[config.mk]
export PLATFORM = sky130hd
export DESIGN_NAME = hls_run_sequencer
export DESIGN_NICKNAME = d
export VERILOG_FILES = /design/src/rtl/hls_run_sequencer.sv
export SDC_FILE = /design/constraint.sdc
export NUM_CORES = 2
export LEC_CHECK = 0
export CAP_MARGIN = 30
export CORE_AREA = 8 8 624 626
export DETAILED_ROUTE_END_ITERATION = 8
export DIE_AREA = 0 0 632 634
export GPL_TIMING_DRIVEN = 0
export RECOVER_POWER = 100
export SLEW_MARGIN = 0
export SYNTH_ARGS = -nofsm -noshare
export SYNTH_HDL_FRONTEND = slang
export SYNTH_SLANG_ARGS = --single-unit
[constraint.sdc]
create_clock -name ap_clk -period 2.3 [get_ports ap_clk]
set_clock_uncertainty 0.15 [all_clocks]
set_input_delay 0.46 -clock ap_clk [delete_from_list [all_inputs] [get_ports ap_clk]]
set_output_delay 0.46 -clock ap_clk [all_outputs]
set_load 0.1 [all_outputs]
[src/rtl/hls_run_sequencer.sv]
// hls_run_sequencer: host-side initiator for the ap_ctrl_hs handshake of an HLS core.
// It loads the callee's working key from a narrow word stream. It then issues a
// requested number of back-to-back invocations. It counts completions and aborts
// any phase that hangs longer than TIMEOUT cycles.
//
// Ports
//   ap_clk, ap_rst_n        clock (rising edge), asynchronous active-low reset
//   key_valid/key_data      key word stream, word 0 = key bits [WORD_W-1:0]
//   key_ready               key word accepted on key_valid && key_ready (decoded)
//   key_loaded              full key present on working_key
//   working_key             key driven to the callee
//   run_valid/run_count     run request and number of invocations
//   run_ready               run accepted on run_valid && run_ready (decoded)
//   ap_start                to callee; ap_ready/ap_done/ap_idle from callee
//   busy, run_done          run in progress, one-cycle end-of-run pulse
//   done_count, timeout_err completions in current/last run, last run timed out
module hls_run_sequencer #(
    parameter int unsigned KEY_W   = 1535,
    parameter int unsigned WORD_W  = 32,
    parameter int unsigned CNT_W   = 16,
    parameter int unsigned TIMEOUT = 1024
) (
    input  logic              ap_clk,
    input  logic              ap_rst_n,
    input  logic              key_valid,
    input  logic [WORD_W-1:0] key_data,
    output logic              key_ready,
    output logic              key_loaded,
    output logic [KEY_W-1:0]  working_key,
    input  logic              run_valid,
    input  logic [CNT_W-1:0]  run_count,
    output logic              run_ready,
    output logic              ap_start,
    input  logic              ap_ready,
    input  logic              ap_done,
    input  logic              ap_idle,
    output logic              busy,
    output logic              run_done,
    output logic [CNT_W-1:0]  done_count,
    output logic              timeout_err
);

    localparam int unsigned NWORDS = (KEY_W + WORD_W - 1) / WORD_W;
    localparam int unsigned IDX_W  = (NWORDS > 1) ? $clog2(NWORDS) : 1;
    localparam int unsigned TMR_W  = $clog2(TIMEOUT + 1);

    typedef enum logic [2:0] {ST_IDLE, ST_LOAD, ST_ARM, ST_START, ST_WAIT} state_e;

    state_e             state_q, state_d;
    logic [IDX_W-1:0]   idx_q, idx_d;
    logic               key_loaded_q, key_loaded_d;
    logic               ap_start_q, ap_start_d;
    logic               busy_q, busy_d;
    logic               run_done_q, run_done_d;
    logic [CNT_W-1:0]   done_q, done_d;
    logic               terr_q, terr_d;
    logic [CNT_W-1:0]   rem_q, rem_d;
    logic [TMR_W-1:0]   tmr_q, tmr_d;
    logic               key_wr, tmr_exp, do_complete, do_abort;

    // Handshake readies are decoded from state; key loading outranks run requests.
    assign key_ready = (state_q == ST_IDLE) || (state_q == ST_LOAD);
    assign run_ready = (state_q == ST_IDLE) && key_loaded_q && !key_valid;
    assign key_wr    = key_valid && key_ready;
    assign tmr_exp   = (tmr_q == TMR_W'(TIMEOUT - 1));

    // Next-state and registered-output logic.
    always_comb begin
        state_d      = state_q;
        idx_d        = idx_q;
        key_loaded_d = key_loaded_q;
        ap_start_d   = ap_start_q;
        busy_d       = busy_q;
        run_done_d   = 1'b0;
        done_d       = done_q;
        terr_d       = terr_q;
        rem_d        = rem_q;
        tmr_d        = tmr_q;
        do_complete  = 1'b0;
        do_abort     = 1'b0;

        case (state_q)
            ST_IDLE, ST_LOAD: begin
                if (key_wr) begin
                    if (idx_q == IDX_W'(NWORDS - 1)) begin
                        key_loaded_d = 1'b1;
                        idx_d        = '0;
                        state_d      = ST_IDLE;
                    end else begin
                        key_loaded_d = 1'b0;
                        idx_d        = idx_q + IDX_W'(1);
                        state_d      = ST_LOAD;
                    end
                end else if (run_valid && run_ready) begin
                    rem_d  = run_count;
                    done_d = '0;
                    terr_d = 1'b0;
                    if (run_count == '0) begin
                        run_done_d = 1'b1;
                    end else begin
                        busy_d  = 1'b1;
                        tmr_d   = '0;
                        state_d = ST_ARM;
                    end
                end
            end
            ST_ARM: begin
                if (ap_idle) begin
                    ap_start_d = 1'b1;
                    tmr_d      = '0;
                    state_d    = ST_START;
                end else if (tmr_exp) begin
                    do_abort = 1'b1;
                end else begin
                    tmr_d = tmr_q + TMR_W'(1);
                end
            end
            ST_START: begin
                if (ap_ready) begin
                    ap_start_d = 1'b0;
                    if (ap_done) begin
                        do_complete = 1'b1;
                    end else begin
                        tmr_d   = '0;
                        state_d = ST_WAIT;
                    end
                end else if (tmr_exp) begin
                    do_abort = 1'b1;
                end else begin
                    tmr_d = tmr_q + TMR_W'(1);
                end
            end
            ST_WAIT: begin
                if (ap_done) begin
                    do_complete = 1'b1;
                end else if (tmr_exp) begin
                    do_abort = 1'b1;
                end else begin
                    tmr_d = tmr_q + TMR_W'(1);
                end
            end
            default: state_d = ST_IDLE;
        endcase

        // Invocation finished: count it, then re-arm or close the run.
        if (do_complete) begin
            if (done_q != '1) done_d = done_q + CNT_W'(1);
            rem_d = rem_q - CNT_W'(1);
            if (rem_q == CNT_W'(1)) begin
                run_done_d = 1'b1;
                busy_d     = 1'b0;
                state_d    = ST_IDLE;
            end else begin
                tmr_d   = '0;
                state_d = ST_ARM;
            end
        end

        // Hung phase: drop ap_start and close the run with the sticky error.
        if (do_abort) begin
            ap_start_d = 1'b0;
            terr_d     = 1'b1;
            run_done_d = 1'b1;
            busy_d     = 1'b0;
            state_d    = ST_IDLE;
        end
    end

    // State register.
    always_ff @(posedge ap_clk or negedge ap_rst_n) begin
        if (!ap_rst_n) begin
            state_q      <= ST_IDLE;
            idx_q        <= '0;
            key_loaded_q <= 1'b0;
            ap_start_q   <= 1'b0;
            busy_q       <= 1'b0;
            run_done_q   <= 1'b0;
            done_q       <= '0;
            terr_q       <= 1'b0;
            rem_q        <= '0;
            tmr_q        <= '0;
        end else begin
            state_q      <= state_d;
            idx_q        <= idx_d;
            key_loaded_q <= key_loaded_d;
            ap_start_q   <= ap_start_d;
            busy_q       <= busy_d;
            run_done_q   <= run_done_d;
            done_q       <= done_d;
            terr_q       <= terr_d;
            rem_q        <= rem_d;
            tmr_q        <= tmr_d;
        end
    end

    // Key storage, one register per stream word; the last word keeps only the bits below KEY_W.
    for (genvar w = 0; w < NWORDS; w++) begin : g_key
        localparam int unsigned LO  = w * WORD_W;
        localparam int unsigned WID = ((KEY_W - LO) < WORD_W) ? (KEY_W - LO) : WORD_W;
        logic [WID-1:0] word_q;

        always_ff @(posedge ap_clk or negedge ap_rst_n) begin
            if (!ap_rst_n) begin
                word_q <= '0;
            end else if (key_wr && (idx_q == IDX_W'(w))) begin
                word_q <= key_data[WID-1:0];
            end
        end

        assign working_key[LO +: WID] = word_q;
    end

    assign key_loaded  = key_loaded_q;
    assign ap_start    = ap_start_q;
    assign busy        = busy_q;
    assign run_done    = run_done_q;
    assign done_count  = done_q;
    assign timeout_err = terr_q;

endmodule

==> summary.txt <==
Clock sink count -> 1592
Post-Syn Nets -> 3895
Failing checks -> negative hold slack, max-capacitance violations, max-slew violations, negative setup slack
H-Tree Depth -> 4
Later-pin clock latency in the skew report -> 0.84 ns
Status -> complete, but fails checks
Drt drc -> 0
Hold WC Path Type -> in2async
#FFs+latches synth -> 1592
Largest net degree at the start of global routing -> 159
R2r worst-path depth -> 6
Largest family of logic cells by synthesized area -> multiplexers
Critical Path End Type -> register
Vias in the first global route -> 49100
Compound-gate portion of the synthesized area -> 0.0123
Critical-path top delay cell -> clkbuf_1
Worst vdd ir -> 1.13 mV
Cells after Synth -> 3832
Crit path kind -> reg2reg
PortBufs -> 1579
Worst setup path start -> idx_q[1]
Detailed Place HPWL -> 254000 um
Average cell area after synthesis -> 15.9 um2
Worst setup path end -> g_key[17].word_q[29]
Hold_ws -> -0.634 ns
RR Startpoint -> idx_q[1]
DRT Pass-1 Iters -> 6
Period utilisation layout -> 1.17
Boundary Pins -> 1613
Setup crit start kind -> register
Worst Path Required -> 2.85 ns
Slew at the pin with the worst max-slew slack -> 1.91 ns
Synth-to-Final Area Change -> 78.1%
Vias -> 45600
XOR/XNOR Fraction of Synth Area -> 0.000576
Synth top area share -> 0.655
Clock transition at path regs -> 0.06 ns
Largest stage delay, worst path -> 0.76 ns
Vias per std cell -> 3.92
Highest clock rate -> 0.371 GHz
Final Hold Fails -> 275
Seq/Total Area, Yosys -> 0.655
Dpl cells -> 11000
CP cell instances -> inv_1, ha_4, nand4_1, buf_4, clkbuf_1, mux2_2
Most used DFF post-synth -> dfrtp_1
Die H -> 634 um
Post-Synth Simple-Gate Area -> 0.0214
CTS Buf Count -> 188
Clk buf depth -> 4
Post-synth top area cell -> dfrtp_1
DRT Wirelength -> 335000 um
Slew Viols, Final -> 74
Fillers -> 37800
Number of synthesized flops with an enable pin -> 0
Max_slew headroom -> -0.270
Max Cap Viol -> 1
DIE WIDTH -> 632 um
Post-route minimum period -> 2.69 ns
Register area -> 0.0399 mm2
DR iter-0 viols -> 2613
Gr usage total -> 0.154
First-pass GRT wire length -> 430000 um
Final std cells w/o fill -> 11600
Power per standard cell area -> 1210 mW/mm2
Final worst setup slack -> -0.394 ns
Rows -> 227
Initial core utilization -> 0.160
Endpoints failing setup -> 2118
Multi-input logic area -> 0.0213 mm2
Total grt overflow -> 0
Async S/R FF share, synth -> 1.00
TritonCTS clock tree -> done
Ranking of synthesized cells by area -> dfrtp_1 (65%), mux2_2 (28%), clkbuf_1 (1.2%)
Reg2reg setup slack -> -0.39 ns
Worst EP arrival -> 3.24 ns
Clock Tree Root -> clkbuf_16
YS warnings -> 0
Fraction of layout cells with a size suffix above 1 -> 0.635
Leakage -> 0.0510 uW
Count of different cell masters after synthesis -> 68
Routed length per placed instance -> 28.8 um
Initial antenna violation count -> 51
Die area -> 0.401 mm2
RSZ-0062 raised after global routing -> yes
Final Power -> 131000 uW
Fin nets -> 6468
Antenna-violating nets left -> 0
Post-synthesis mux area share -> 0.285
Core box area -> 0.380 mm2
Worst R2R End -> g_key[17].word_q[29]
CP max FO -> 10
Post-Syn Area -> 0.0608 mm2
Adder and majority cell fraction of the synthesized area -> 0.00165
RePlAce Congestion -> 0.853
## registers in the layout, summed over array words and instances, names as in the netlist
register / count
ap_start: 1
busy: 1
done_count: 16
g_key.word_q: 1535
idx_q: 6
key_loaded: 1
rem_q: 16
run_done: 1
state_q: 3
timeout_err: 1
tmr_q: 11
## how the worst min path moves through the flow
| stage | startpoint | end | cells after the start |
|---|---|---|---|
| finish | ap_rst_n | g_key[44].word_q[18] | 1 |
| global route | ap_rst_n | g_key[9].word_q[15] | 1 |
| CTS | ap_rst_n | g_key[9].word_q[15] | 1 |
| detailed placement | ap_rst_n | g_key[9].word_q[15] | 1 |
| global placement | g_key[24].word_q[7] | g_key[24].word_q[7] | 1 |
| floorplan | ap_rst_n | ap_start | 0 |
## cell type report
cell class              count  area share
multi-input cells        1902       0.197
repair buffers           2388       0.290
clock buffers             258      0.0491
well taps                5038      0.0582
clock inverters            79      0.0102
inverters                   9    0.000312
plain buffers             324      0.0263
flip-flops and latches   1592       0.368
diodes                     39    0.000901
## layout by cell type (no fill, tap or decap), types with 19 or more instances in the layout
cell type,netlist,layout
mux2_2,1499,1247
buf_6,2,64
buf_12,0,103
diode_2,0,39
clkbuf_4,0,748
clkbuf_2,0,195
clkbuf_1,193,182
dlygate4sd2_1,0,44
buf_16,0,512
mux2_4,0,278
nand2_1,73,58
buf_4,2,147
clkdlybuf4s15_2,0,262
o21ai_0,22,20
nor2_1,39,19
dlygate4sd3_1,0,27
buf_8,0,69
bufinv_16,0,19
clkdlybuf4s50_1,0,277
clkbuf_16,0,244
nand3_1,28,22
nor2_4,0,26
dfrtp_2,0,19
clkbuf_8,0,37
clkinv_2,0,28
buf_2,127,53
dfrtp_1,1592,1573
## timing repair
| action | CTS | global route |
|---|---|---|
| hold buffers | 23 | 4 |
| gates resized for setup | 2482 | 3574 |
| cloned | 13 | 50 |
| pin swaps | 21 | 36 |
| buffers inserted | 55 | 95 |
| endpoints found under the setup margin | 3414 | 3578 |
| endpoints found under the hold margin | 462 | 364 |
## cells by family after synthesis
logic type | Yosys count
flip-flops | 1592
XOR/XNOR | 4
buffers and inverters | 339
AND/OR/NAND/NOR | 239
multiplexers | 1542
adder cells (fa/ha/maj) | 8
AO/OA/AOI/OAI | 108
## cell usage after synthesis (8+ instances only)
master       n
nand3_1     28
nor2_1      39
mux2_2    1499
a21oi_1     19
nand2_1     73
nand3_2      9
mux2_1      37
ha_1         8
o21ai_0     22
o211ai_1    12
nand4_1     13
nor4_1      10
buf_2      127
clkbuf_1   193
dfrtp_1   1592
nor2_2      10
nor2b_1      8
or4_1       10
inv_1        9
## where the power goes
part | switching, uW | total, uW | internal (uW)
logic | 45800 | 63400 | 17600
registers | 3170 | 36100 | 32900
clock network | 12900 | 31300 | 18400
total | 61900 | 131000 | 69000
## per-stage QoR
stage / hold slack, ns / setup slack [ns] / cell area [um2] / setup TNS, ns / utilization
6_report: -0.634 / -0.394 / 108000 / -327.75 / 0.285
5_1_grt: -0.676 / -0.423 / 108000 / -575.46 / 0.285
4_1_cts: -0.720 / -0.477 / 107000 / -1097.92 / 0.281
3_5_place_dp: 0.232 / -2.22 / 98400 / -2962.08 / 0.259
3_3_place_gp: 0.317 / -77.57 / 83400 / - / 0.219
2_1_floorplan: 0.0144 / -0.195 / 61300 / -33.87 / -
## critical path, delay by kind of cell, from the launching register on
kind | cells | cell delay, ns
and+or+nand+nor | 1 | 0.12
adders and majority gates | 1 | 0.25
DFF | 1 | 0.46
buffers and inverters | 3 | 1.11
muxes | 1 | 0.42
## metal layers
metal	wire [um]	track usage	share of wire
met5	0	0	0
met4	13500	0.0516	0.040
met3	24800	0.0422	0.074
met2	167000	0.274	0.50
met1	130000	0.178	0.39
Power figures use the tool's default switching activity.
